<file path="src/rtl/serializer_if.sv">
// Bundle of the serializer's control, sample and serial-output signals.
// The producer of samples uses master; the serializer itself uses slave.
interface serializer_if;
  logic        enable;
  logic [15:0] data_in;
  logic        done;
  logic [15:0] tempdata;
  logic        audio_data;
  logic        audio_enable;
  logic [3:0]  counter;

  modport master (
    output enable, data_in,
    input  done, tempdata, audio_data, audio_enable, counter
  );

  modport slave (
    input  enable, data_in,
    output done, tempdata, audio_data, audio_enable, counter
  );
endinterface

</file>
<file path="src/rtl/serializer.sv">
// 16-bit parallel-to-serial converter, MSB first, one bit per clock.
// Words stream back-to-back while enable is high at each word boundary.
module serializer (
  input  logic        clock,
  input  logic        reset,
  serializer_if.slave bus
);

  typedef enum logic {IDLE = 1'b0, SHIFT = 1'b1} state_t;

  state_t      state_reg, state_next;
  logic [15:0] tempdata_reg, tempdata_next;
  logic [3:0]  counter_reg, counter_next;
  logic        done_reg, done_next;
  logic        audio_enable_reg, audio_enable_next;

  always_ff @(posedge clock) begin
    if (reset) begin
      state_reg        <= IDLE;
      tempdata_reg     <= 16'd0;
      counter_reg      <= 4'd0;
      done_reg         <= 1'b0;
      audio_enable_reg <= 1'b0;
    end else begin
      state_reg        <= state_next;
      tempdata_reg     <= tempdata_next;
      counter_reg      <= counter_next;
      done_reg         <= done_next;
      audio_enable_reg <= audio_enable_next;
    end
  end

  always_comb begin
    state_next        = state_reg;
    tempdata_next     = tempdata_reg;
    counter_next      = counter_reg;
    done_next         = 1'b0;
    audio_enable_next = audio_enable_reg;
    unique case (state_reg)
      IDLE: begin
        counter_next      = 4'd0;
        audio_enable_next = 1'b0;
        if (bus.enable) begin
          tempdata_next     = bus.data_in;
          audio_enable_next = 1'b1;
          state_next        = SHIFT;
        end
      end
      SHIFT: begin
        if (counter_reg != 4'd15) begin
          tempdata_next = {tempdata_reg[14:0], 1'b0};
          counter_next  = counter_reg + 4'd1;
        end else begin
          // Last bit on the line: enable decides between reload and stop.
          done_next    = 1'b1;
          counter_next = 4'd0;
          if (bus.enable) begin
            tempdata_next = bus.data_in;
          end else begin
            tempdata_next     = {tempdata_reg[14:0], 1'b0};
            audio_enable_next = 1'b0;
            state_next        = IDLE;
          end
        end
      end
      default: state_next = IDLE;
    endcase
  end

  assign bus.done         = done_reg;
  assign bus.tempdata     = tempdata_reg;
  assign bus.counter      = counter_reg;
  assign bus.audio_enable = audio_enable_reg;
  assign bus.audio_data   = audio_enable_reg & tempdata_reg[15];

endmodule

</file>
<file path="src/flat_wrapper.sv">
// flat-port wrapper written by rule: the top's interface ports become plain ports
module serializer_flat 
  (clock, reset, bus_enable, bus_data_in, bus_done, bus_tempdata, bus_audio_data, bus_audio_enable, bus_counter);
  serializer_if bus_i ();
  input  logic clock;
  input  logic reset;
  input wire logic [$bits(bus_i.enable)-1:0] bus_enable;
  input wire logic [$bits(bus_i.data_in)-1:0] bus_data_in;
  output wire logic [$bits(bus_i.done)-1:0] bus_done;
  output wire logic [$bits(bus_i.tempdata)-1:0] bus_tempdata;
  output wire logic [$bits(bus_i.audio_data)-1:0] bus_audio_data;
  output wire logic [$bits(bus_i.audio_enable)-1:0] bus_audio_enable;
  output wire logic [$bits(bus_i.counter)-1:0] bus_counter;
  assign bus_i.enable = bus_enable;
  assign bus_i.data_in = bus_data_in;
  assign bus_done = bus_i.done;
  assign bus_tempdata = bus_i.tempdata;
  assign bus_audio_data = bus_i.audio_data;
  assign bus_audio_enable = bus_i.audio_enable;
  assign bus_counter = bus_i.counter;
  serializer u_core (.clock(clock), .reset(reset), .bus(bus_i));
endmodule
</file>
<file path="config.mk">
export PLATFORM = sky130hd
export DESIGN_NAME = serializer_flat
export DESIGN_NICKNAME = d
export VERILOG_FILES = /design/src/rtl/serializer_if.sv /design/src/rtl/serializer.sv /design/src/flat_wrapper.sv
export SDC_FILE = /design/constraint.sdc
export NUM_CORES = 1
export LEC_CHECK = 0
export ABC_AREA = 1
export CAP_MARGIN = 10
export CORE_ASPECT_RATIO = 2
export CORE_MARGIN = 4
export CORE_UTILIZATION = 40
export DETAILED_ROUTE_END_ITERATION = 10
export PLACE_DENSITY = 0.68
export SLEW_MARGIN = 20
export SYNTH_ARGS = -nofsm -noshare
export SYNTH_HDL_FRONTEND = slang
export SYNTH_SLANG_ARGS = --single-unit
</file>
<file path="constraint.sdc">
create_clock -name clock -period 2.2 [get_ports clock]
set_input_delay 0.55 -clock clock [delete_from_list [all_inputs] [get_ports clock]]
set_output_delay 0.55 -clock clock [all_outputs]
set_load 0.01 [all_outputs]
</file>
==> metrics.md, run 1 <==
| Metric | Value |
|---|---|
| RSZ-0062 raised after global routing | `false` |
| Ratio of cells with drive above 1 in the final layout | `6.94%` |
| Final nets | `266` |
| DR DRC count | `0` |
| Hold path endpoint | `u_core.bus.counter[0]$_SDFF_PP0_` |
| Place WS | `323 ps` |
| Hold Crit Class | `reg -> reg` |
| Period utilization | `85.3%` |
| Rel. slew slack | `81.6%` |
| Full die area | `4150 sq um` |
| Post-CTS setup repair buffer count | `0` |
| Leak pwr | `0.00101 uW` |
| Crit-path leading delay family | `buffers and inverters` |
| Routed Antenna Nets | `0` |
| Post-DP HPWL | `2330 microns` |
| Cell variety after synth | `17` |
| Status | `finished clean` |
| Syn nets | `221` |
| Ys Warns | `0` |
| Final Hold Fails | `0` |
| Setup-failing EPs final | `0` |
| Die Width | `47.6 microns` |
| Hold path cells | `1` |
| 1st-iter DRT viols | `8` |
| R2R setup slack | `790 ps` |
| Cells after synthesis | `201` |
| Clock skew | `1.82 ps` |
| CTS tree | `yes` |
| Syn-to-layout area delta | `38.2%` |
| Top-count cell post-synth | `nand2_1` |
| Top FF cell, synth | `dfxtp_1` |
| Hold wc startpoint | `u_core.bus.counter[0]$_SDFF_PP0_` |
| Inserted Clock Buffers | `3` |
| Worst setup EP type | `output pin` |
| Clock Path Buffers | `2` |
| DIE HEIGHT | `87.2 microns` |
| Largest net degree at the start of global routing | `17` |
| Post-synth EDFFs | `0` |
| Drt pass-1 iters | `4` |
| Critical path required time | `1650 ps` |
| Port bufs | `41` |
| Fmax achieved | `0.533 GHz` |
| Clk Latency, worst-skew pair | `260 ps` |
| Max reg flops | `16` |
| Cell depth of the worst flop-to-flop path | `7` |
| Minimum clock period | `1880 ps` |
| Max-slew violation count | `0` |
| Maxcap violations | `0` |
| Mapped Area | `1250 sq um` |
| Vias in the first global route | `1153` |
| Crit path DAT | `1330 ps` |
| Ports | `42` |
| Resized cells post-CTS | `0` |
| First-pass GRT wire length | `4890 microns` |
| Core footprint | `2980 sq um` |
| GRT overflow | `0` |
| CP Class | `reg -> out` |
| Initial antenna violation count | `0` |
| Reg clk slew, reported paths | `80 ps` |
| Initial core utilization | `42.1%` |
| Kind of start point of the critical path | `flop` |
| DR vias/cell | `4.55` |
| Flip-flop and latch count after synthesis | `23` |
| FF-to-FF Start | `u_core.bus.counter[0]$_SDFF_PP0_` |
| Final Core Density | `58.2%` |
| # H-tree levels | `1` |
| Max stage delay cell, worst path | `clkdlybuf4s50_1` |
| Vias post-DR | `1251` |
| Area of the multi-input gates | `552 sq um` |
| Synth area leaders | `dfxtp_1 (37%), nand2_1 (25%), inv_1 (14%), nand3_1 (5.6%), a21oi_1 (3.6%)` |
| Post-synth ARST share | `0%` |
| R2R Path End | `u_core.bus.tempdata[15]$_SDFFE_PP0P_` |
| Commonest cells post-synth | `nand2_1 (82), inv_1 (47), dfxtp_1 (23), nand3_1 (14), a21oi_1 (9)` |
| Final estimated routing congestion in global placement | `0.784` |
| Largest area contributor in the netlist | `dfxtp_1` |
| Worst-margin pin slew | `275 ps` |
| Clk sinks | `23` |
| Gr usage total | `16.2%` |
| Final WS setup | `323 ps` |
| Drt total wl | `2990 microns` |
| Synth top area share | `36.7%` |
| VDD IR max | `0.000560 V` |
| Fillers | `299` |
| Seq/Total Area, Yosys | `36.7%` |
| Average instance area after synthesis | `6.24 sq um` |
| Hold_buf cts | `0` |
| Worst path buffer plus inverter count | `1` |
| Setup TNS Final | `0 ps` |
| CP Cell Sequence | `clkdlybuf4s50_1` |
| Hold Worst Slack | `483 ps` |
| Antenna cells | `0` |
| # rows | `28` |
| CTS Root Cell | `clkbuf_8` |
| Crit-path max FO | `5` |
| Seq. cell area | `460 sq um` |
| Pwr Density | `532 nW/um^2` |
| CP peak stage delay | `600 ps` |
| Drt wl/cell | `10.9 microns` |
[worst register-to-register path, cell delays in order, from the launching register on]
cell,delay [ps]
dfxtp_1,390
ha_1,280
nand3_2,150
nand2_2,260
nand2_1,90
nand3_1,100
nand2_1,50
inv_1,50
[layout by cell type (no fill, tap or decap), types with 3 or more instances in the layout]
| cell | instances |
|---|---|
| inv_1 | 47 |
| clkbuf_8 | 3 |
| nor2_1 | 7 |
| nand2_2 | 4 |
| nand3_1 | 14 |
| nand2_1 | 82 |
| a21oi_1 | 9 |
| clkdlybuf4s50_1 | 41 |
| dfxtp_1 | 23 |
| buf_4 | 7 |
[layer usage]
layer / vias to the layer above / track usage [%] / share of wire, %
met2: 28 / 29.2 / 55
met3: 4 / 3.31 / 4.3
met4: 0 / 7.11 / 1.5
met1: 547 / 16.5 / 39
met5: - / 0 / 0
li1: 672 / - / -
[cell families (layout without fill, tap and decap cells)]
kind of cell    after synthesis  count (layout)  synth area share [%]
buf+inv                      55              99                  19.3
compound gates                9               9                  3.59
simple gates                111             111                  38.0
fa+ha+maj                     1               1                 0.997
flops                        23              23                  36.7
xor+xnor                      2               2                  1.40
[metrics by stage]
stage | std cells | cell area [sq um] | power, uW
after floorplan | 201 | 1250 | 575
after global placement | 271 | 1690 | 671
after detailed placement | 271 | 1690 | 672
after CTS | 275 | 1730 | 935
after global routing | 275 | 1730 | 977
final | 275 | 1730 | 922
[power breakdown]
| part | internal (uW) | switching, uW |
|---|---|---|
| registers | 439 | 18.5 |
| logic | 106 | 96.0 |
| clock network | 129 | 133 |
[area by class of cell]
| class | instances | share of cell area [%] |
|---|---|---|
| multi-input cells | 123 | 31.8 |
| repair buffers | 48 | 26.7 |
| flip-flops and latches | 23 | 26.6 |
| inverters | 47 | 10.2 |
| clock buffers | 4 | 2.60 |
| well taps | 30 | 2.16 |
[how the worst max path moves through the flow]
stage / endpoint / cells past startpoint / slack (ps) / start
after global placement: u_core.bus.tempdata[7]$_SDFFE_PP0P_ / 8 / 350 / bus_enable
final: bus_counter[2] / 1 / 320 / u_core.bus.counter[2]$_SDFF_PP0_
after CTS: bus_counter[2] / 1 / 300 / u_core.bus.counter[2]$_SDFF_PP0_
after global routing: bus_counter[2] / 1 / 270 / u_core.bus.counter[2]$_SDFF_PP0_
after detailed placement: u_core.bus.tempdata[10]$_SDFFE_PP0P_ / 8 / 320 / bus_enable
after floorplan: u_core.bus.tempdata[13]$_SDFFE_PP0P_ / 5 / 880 / bus_enable
No activity file was read; power rests on OpenSTA's default activity.
==> run 2: changes to the inputs <==
- CORE_UTILIZATION: 40 -> 48
- PLACE_DENSITY: 0.68 -> 0.8
==> metrics.md, run 2 (synthesized netlist as in run 1, its figures left out) <==
| Metric | Value |
|---|---|
| GRT overflow | `0 (unchanged)` |
| Crit-path max FO | `5 (unchanged)` |
| Cell count after placement | `267 (was 271)` |
| Area of the multi-input gates | `552 sq um (unchanged)` |
| Hold_buf cts | `0 (unchanged)` |
| Hold Worst Slack | `478 ps (was 483 ps)` |
| DIE HEIGHT | `80.3 microns (was 87.2 microns)` |
| Clock Path Buffers | `2 (unchanged)` |
| Initial antenna violation count | `0 (unchanged)` |
| Critical path required time | `1650 ps (about the same)` |
| Drt pass-1 iters | `4 (unchanged)` |
| CP Class | `reg -> out (unchanged)` |
| Minimum clock period | `1880 ps (about the same)` |
| Port bufs | `41 (unchanged)` |
| Vias in the first global route | `1264 (was 1153)` |
| Kind of start point of the critical path | `flop (unchanged)` |
| Worst setup EP type | `output pin (unchanged)` |
| Leak pwr | `0.000996 uW (was 0.00101 uW)` |
| Setup TNS Final | `0 ps (unchanged)` |
| Drt total wl | `2940 microns (was 2990 microns)` |
| Fmax achieved | `0.531 GHz (was 0.533 GHz)` |
| Status | `finished clean (unchanged)` |
| Max reg flops | `16 (unchanged)` |
| Seq. cell area | `460 sq um (unchanged)` |
| CP Cell Sequence | `clkdlybuf4s50_1 (unchanged)` |
| Crit path DAT | `1330 ps (about the same)` |
| Clk sinks | `23 (unchanged)` |
| Crit-path leading delay family | `buffers and inverters (unchanged)` |
| Hold wc startpoint | `u_core.bus.counter[0]$_SDFF_PP0_ (unchanged)` |
| Vias post-DR | `1243 (was 1251)` |
| Routed Antenna Nets | `0 (unchanged)` |
| Inserted Clock Buffers | `3 (unchanged)` |
| Clk Latency, worst-skew pair | `260 ps (about the same)` |
| CTS Root Cell | `clkbuf_8 (unchanged)` |
| Post-DP HPWL | `2230 microns (was 2330 microns)` |
| Syn-to-layout area delta | `36.8% (was 38.2%)` |
| VDD IR max | `0.000523 V (was 0.000560 V)` |
| Gr usage total | `19.4% (was 16.2%)` |
| Final Hold Fails | `0 (unchanged)` |
| Clock skew | `1.63 ps (was 1.82 ps)` |
| Reg clk slew, reported paths | `80 ps (about the same)` |
| # rows | `26 (was 28)` |
| RSZ-0062 raised after global routing | `false (unchanged)` |
| R2R setup slack | `750 ps (was 790 ps)` |
| Hold Crit Class | `reg -> reg (unchanged)` |
| Worst path buffer plus inverter count | `1 (unchanged)` |
| Placed Area | `1670 sq um (was 1690 sq um)` |
| Ratio of cells with drive above 1 in the final layout | `6.17% (was 6.94%)` |
| Max stage delay cell, worst path | `clkdlybuf4s50_1 (unchanged)` |
| DR DRC count | `0 (unchanged)` |
| Commonest non-fill, non-tap cell in the layout | `nand2_1 (unchanged)` |
| CTS tree | `yes (unchanged)` |
| Ports | `42 (unchanged)` |
| Drt wl/cell | `10.9 microns (about the same)` |
| Antenna cells | `0 (unchanged)` |
| CP peak stage delay | `590 ps (was 600 ps)` |
| Maxcap violations | `0 (unchanged)` |
| Final estimated routing congestion in global placement | `0.791 (was 0.784)` |
| # H-tree levels | `1 (unchanged)` |
| First-pass GRT wire length | `5260 microns (was 4890 microns)` |
| DR vias/cell | `4.59 (was 4.55)` |
| Setup-failing EPs final | `0 (unchanged)` |
| Design area | `1720 sq um (was 1730 sq um)` |
| Resized cells post-CTS | `0 (unchanged)` |
| Period utilization | `85.6% (was 85.3%)` |
| Max-slew violation count | `0 (unchanged)` |
| Full die area | `3550 sq um (was 4150 sq um)` |
| Critical path origin | `u_core.bus.counter[2]$_SDFF_PP0_ (unchanged)` |
| Core footprint | `2540 sq um (was 2980 sq um)` |
| Post-CTS setup repair buffer count | `0 (unchanged)` |
| FF-to-FF Start | `u_core.bus.counter[0]$_SDFF_PP0_ (unchanged)` |
| Rel. slew slack | `66.5% (was 81.6%)` |
| Die Width | `44.2 microns (was 47.6 microns)` |
| Initial core utilization | `49.5% (was 42.1%)` |
| Worst-margin pin slew | `502 ps (was 275 ps)` |
| Pwr Density | `535 nW/um^2 (was 532 nW/um^2)` |
| Most frequent cells in the layout | `nand2_1 (82), inv_1 (47), clkdlybuf4s50_1 (41), dfxtp_1 (23), nand3_1 (14) (unchanged)` |
| 1st-iter DRT viols | `24 (was 8)` |
| Final Core Density | `67.7% (was 58.2%)` |
| Largest net degree at the start of global routing | `17 (unchanged)` |
| Fillers | `248 (was 299)` |
| Final nets | `264 (was 266)` |
| Non-filler instance count after layout | `271 (was 275)` |
run 2: final cells by class:
type                            instances  share of cell area (%)
Sequential cell                        23                    26.8
Inverter                               47                    10.3
Timing Repair Buffer                   46                    26.1
Multi-Input combinational cell        123                    32.1
Clock buffer                            4                    2.62
Tap cell                               28                    2.04
run 2: power breakdown:
part           switching, uW  internal (uW)
sequential              24.1            439
combinational           90.2            102
clock                    133            129
total                    247            671
run 2: stage by stage:
step	worst slack [ps]	total power (uW)
detailed placement	287	667
floorplan	879	575
finish	318	918
global placement	331	666
CTS	307	926
global route	242	970
run 2: per-layer routing:
metal	track usage [%]	part of all wire (%)	vias up
li1	-	-	663
met1	20.7	39	549
met2	35.7	55	25
met3	2.47	3.6	6
met4	9.37	2.2	0
met5	0	0	-
run 2: path summary, 6_finish.rpt:
check | to | cells past startpoint
min reg2reg | u_core.bus.counter[0]$_SDFF_PP0_ | 1
min | u_core.bus.counter[0]$_SDFF_PP0_ | 1
max reg2reg | u_core.bus.tempdata[2]$_SDFFE_PP0P_ | 5
max | bus_counter[2] | 1
==> run 3: changes to the inputs <==
--- a/config.mk
+++ b/config.mk
@@ -7,8 +7,8 @@
 export LEC_CHECK = 0
-export ABC_AREA = 1
+export ABC_AREA = 0
 export CAP_MARGIN = 10
-export CORE_ASPECT_RATIO = 2
 export CORE_MARGIN = 4
-export CORE_UTILIZATION = 48
+export CORE_UTILIZATION = 46
 export DETAILED_ROUTE_END_ITERATION = 10
+export HOLD_SLACK_MARGIN = 0.15
 export PLACE_DENSITY = 0.8
==> constraint.sdc (replaced) <==
create_clock -name clock -period 2.2 [get_ports clock]
set_input_delay 0.22 -clock clock [delete_from_list [all_inputs] [get_ports clock]]
set_output_delay 0.22 -clock clock [all_outputs]
set_load 0.01 [all_outputs]
==> metrics.md, run 3 <==
| Metric | Value |
|---|---|
| Status | `finished clean (unchanged)` |
| Resized cells post-CTS | `0 (unchanged)` |
| Mapped Area | `1110 sq um (was 1250 sq um)` |
| Kind of start point of the critical path | `flop (unchanged)` |
| Flip-flop and latch count after synthesis | `23 (unchanged)` |
| CP peak stage delay | `590 ps (about the same)` |
| # rows | `17 (was 26)` |
| Final Hold Fails | `0 (unchanged)` |
| Top Usage Layer GRT | `met2 (unchanged)` |
| Seq/Total Area, Yosys | `41.3% (was 36.7%)` |
| Worst setup EP type | `output pin (unchanged)` |
| R2R setup slack | `650 ps (was 750 ps)` |
| Crit-path leading delay family | `buffers and inverters (unchanged)` |
| Final nets | `177 (was 264)` |
| Power Total | `833 uW (was 918 uW)` |
| Critical Path End | `bus_counter[2] (unchanged)` |
| Critical path origin | `u_core.bus.counter[2]$_SDFF_PP0_ (unchanged)` |
| Drt total wl | `2560 microns (was 2940 microns)` |
| Largest net degree at the start of global routing | `25 (was 17)` |
| Vias post-DR | `983 (was 1243)` |
| Maxcap violations | `0 (unchanged)` |
| Placed Area | `1510 sq um (was 1670 sq um)` |
| Met3 Usage GRT | `2.04% (was 2.47%)` |
| Ratio of cells with drive above 1 in the final layout | `5.77% (was 6.17%)` |
| Synth Area in Compound Gates | `21.7% (was 3.59%)` |
| Fillers | `210 (was 248)` |
| Post-DP HPWL | `1940 microns (was 2230 microns)` |
| R2R Path End | `u_core.bus.tempdata[5]$_SDFFE_PP0P_ (was u_core.bus.tempdata[2]$_SDFFE_PP0P_)` |
| Inserted Clock Buffers | `3 (unchanged)` |
| Max stage delay cell, worst path | `clkdlybuf4s50_1 (unchanged)` |
| GRT overflow | `0 (unchanged)` |
| Initial core utilization | `49.4% (was 49.5%)` |
| Max-slew violation count | `0 (unchanged)` |
| Cells after synthesis | `117 (was 201)` |
| Crit-path max FO | `6 (was 5)` |
| Hold_buf cts | `0 (unchanged)` |
| Ports | `42 (unchanged)` |
| Routed Antenna Nets | `0 (unchanged)` |
| Syn-to-layout area delta | `38.0% (was 36.8%)` |
| Area of the multi-input gates | `583 sq um (was 552 sq um)` |
| Minimum clock period | `1560 ps (was 1880 ps)` |
| Post-CTS setup repair buffer count | `0 (unchanged)` |
| Worst-margin pin slew | `706 ps (was 502 ps)` |
| Global-route track usage on met2 | `27.9% (was 35.7%)` |
| Pwr Density | `541 nW/um^2 (was 535 nW/um^2)` |
| DR DRC count | `0 (unchanged)` |
| Xor and xnor area share after synthesis | `1.57% (was 1.40%)` |
| Setup-failing EPs final | `0 (unchanged)` |
| Average instance area after synthesis | `9.53 sq um (was 6.24 sq um)` |
| Largest family of logic cells by synthesized area | `compound AO/OA/AOI/OAI gates (was simple AND/OR/NAND/NOR gates)` |
| VDD IR max | `0.000455 V (was 0.000523 V)` |
| 1st-iter DRT viols | `35 (was 24)` |
| Ys Warns | `0 (unchanged)` |
| Levels on crit path | `1 (unchanged)` |
| Crit path DAT | `1340 ps (was 1330 ps)` |
| Commonest non-fill, non-tap cell in the layout | `clkdlybuf4s50_1 (was nand2_1)` |
| Post-synthesis mux area share | `14.4% (was 0%)` |
| DR vias/cell | `5.34 (was 4.59)` |
| Seq. cell area | `460 sq um (unchanged)` |
| Met1 Usage GRT | `19.3% (was 20.7%)` |
| Post-Synth Adder-Cell Area | `1.12% (was 0.997%)` |
| RSZ-0062 raised after global routing | `false (unchanged)` |
| Synth Area in Simple Gates | `13.6% (was 38.0%)` |
| Rel. slew slack | `52.9% (was 66.5%)` |
| Critical path required time | `1980 ps (was 1650 ps)` |
| FF-to-FF Start | `u_core.bus.counter[0]$_SDFF_PP0_ (unchanged)` |
| Commonest cells post-synth | `dfxtp_1 (23), mux2i_1 (16), nand2_1 (16), a21o_1 (15), o22ai_1 (15) (was nand2_1 (82), inv_1 (47), dfxtp_1 (23), nand3_1 (14), a21oi_1 (9))` |
| Antenna cells | `0 (unchanged)` |
| Leak pwr | `0.000737 uW (was 0.000996 uW)` |
| CTS tree | `yes (unchanged)` |
| Core footprint | `2250 sq um (was 2540 sq um)` |
| Clock Path Buffers | `2 (unchanged)` |
| CP Cell Sequence | `clkdlybuf4s50_1 (unchanged)` |
| Synth area leaders | `dfxtp_1 (41%), mux2i_1 (14%), a21o_1 (10%), o22ai_1 (8.4%), nand2_1 (5.4%) (was dfxtp_1 (37%), nand2_1 (25%), inv_1 (14%), nand3_1 (5.6%), a21oi_1 (3.6%))` |
| Final Core Density | `68.3% (was 67.7%)` |
| Max reg flops | `16 (unchanged)` |
| # H-tree levels | `1 (unchanged)` |
| Clk Latency, worst-skew pair | `290 ps (was 260 ps)` |
| Hold Crit Class | `reg -> reg (unchanged)` |
| Initial antenna violation count | `0 (unchanged)` |
| Reg clk slew, reported paths | `110 ps (was 80 ps)` |
| Fmax achieved | `0.640 GHz (was 0.531 GHz)` |
| Post-synth EDFFs | `0 (unchanged)` |
| Final estimated routing congestion in global placement | `0.708 (was 0.791)` |
| Drt pass-1 iters | `4 (unchanged)` |
| Clock skew | `4.60 ps (was 1.63 ps)` |
| Worst path buffer plus inverter count | `1 (unchanged)` |
| Drt wl/cell | `13.9 microns (was 10.9 microns)` |
| Most frequent cells in the layout | `clkdlybuf4s50_1 (41), dfxtp_1 (23), mux2i_1 (16), nand2_1 (16) (was nand2_1 (82), inv_1 (47), clkdlybuf4s50_1 (41), dfxtp_1 (23), nand3_1 (14))` |
| Gr usage total | `16.0% (was 19.4%)` |
| Top-count cell post-synth | `dfxtp_1 (was nand2_1)` |
| Cell depth of the worst flop-to-flop path | `4 (was 5)` |
| Port bufs | `41 (unchanged)` |
| First-pass GRT wire length | `4310 microns (was 5260 microns)` |
| Clk sinks | `23 (unchanged)` |
| CTS Root Cell | `clkbuf_4 (was clkbuf_8)` |
| Design area | `1540 sq um (was 1720 sq um)` |
| Vias in the first global route | `996 (was 1264)` |
| Cell variety after synth | `25 (was 17)` |
| Die Width | `57.2 microns (was 44.2 microns)` |
| Period utilization | `71.0% (was 85.6%)` |
| Top FF cell, synth | `dfxtp_1 (unchanged)` |
| Largest area contributor in the netlist | `dfxtp_1 (unchanged)` |
| Synth top area share | `41.3% (was 36.7%)` |
| Syn nets | `137 (was 221)` |
| Post-synth ARST share | `0% (unchanged)` |
| CP Class | `reg -> out (unchanged)` |
| Setup TNS Final | `0 ps (unchanged)` |
| DIE HEIGHT | `57.2 microns (was 80.3 microns)` |
| Full die area | `3280 sq um (was 3550 sq um)` |
## run 3: cell count changes in the layout (fill, tap and decap cells not counted), sizes merged, moves of 3 or more
cell | previous run | this run
nand2 | 86 | 16
a21o | 0 | 15
mux2i | 0 | 16
nand3 | 15 | 2
inv | 47 | 2
a21oi | 9 | 1
buf | 5 | 2
o22ai | 0 | 15
## run 3: cell families (layout without fill, tap and decap cells)
logic type	Yosys count	in the layout
adder cells (fa/ha/maj)	1	1
AND/OR/NAND/NOR	31	31
buffers and inverters	10	49
multiplexers	16	16
flip-flops	23	23
AO/OA/AOI/OAI	34	34
XOR/XNOR	2	2
## run 3: per-stage QoR
step / worst slack [ps] / cells / hold slack [ps]
2_1_floorplan: 890 / 117 / 292
3_3_place_gp: 494 / 180 / 442
3_5_place_dp: 427 / 180 / 451
4_1_cts: 611 / 184 / 479
5_1_grt: 549 / 184 / 528
6_report: 638 / 184 / 473
## run 3: layer usage
layer / routed length (microns) / share of wire, % / up-vias
met2: 1210 / 47 / 32
met5: 0 / 0 / -
met4: 27 / 1.1 / 0
met3: 136 / 5.3 / 2
li1: - / - / 498
met1: 1180 / 46 / 451
## run 3: layout make-up
cell class	instances	share of cell area, %
clock buffers	3	1.46
clock inverters	1	0.325
inverters	2	0.488
multi-input cells	84	37.9
flip-flops and latches	23	29.9
well taps	28	2.28
repair buffers	43	27.6
## run 3: where the power goes
| part | internal, uW | switching, uW |
|---|---|---|
| combinational | 111 | 77.1 |
| sequential | 442 | 22.4 |
| clock | 67.5 | 113 |
| total | 620 | 213 |
## run 3: how the worst min path moves through the flow
stage | from | end | slack [ps] | cells after the start
after floorplan | reset | u_core.bus.tempdata[0]$_SDFFE_PP0P_ | 290 | 1
after global placement | u_core.bus.counter[0]$_SDFF_PP0_ | u_core.bus.counter[0]$_SDFF_PP0_ | 440 | 1
after detailed placement | u_core.bus.counter[0]$_SDFF_PP0_ | u_core.bus.counter[0]$_SDFF_PP0_ | 450 | 1
after CTS | u_core.bus.counter[0]$_SDFF_PP0_ | u_core.bus.counter[0]$_SDFF_PP0_ | 480 | 1
after global routing | u_core.bus.tempdata[13]$_SDFFE_PP0P_ | u_core.bus.tempdata[14]$_SDFFE_PP0P_ | 530 | 1
final | u_core.bus.counter[0]$_SDFF_PP0_ | u_core.bus.counter[0]$_SDFF_PP0_ | 470 | 1
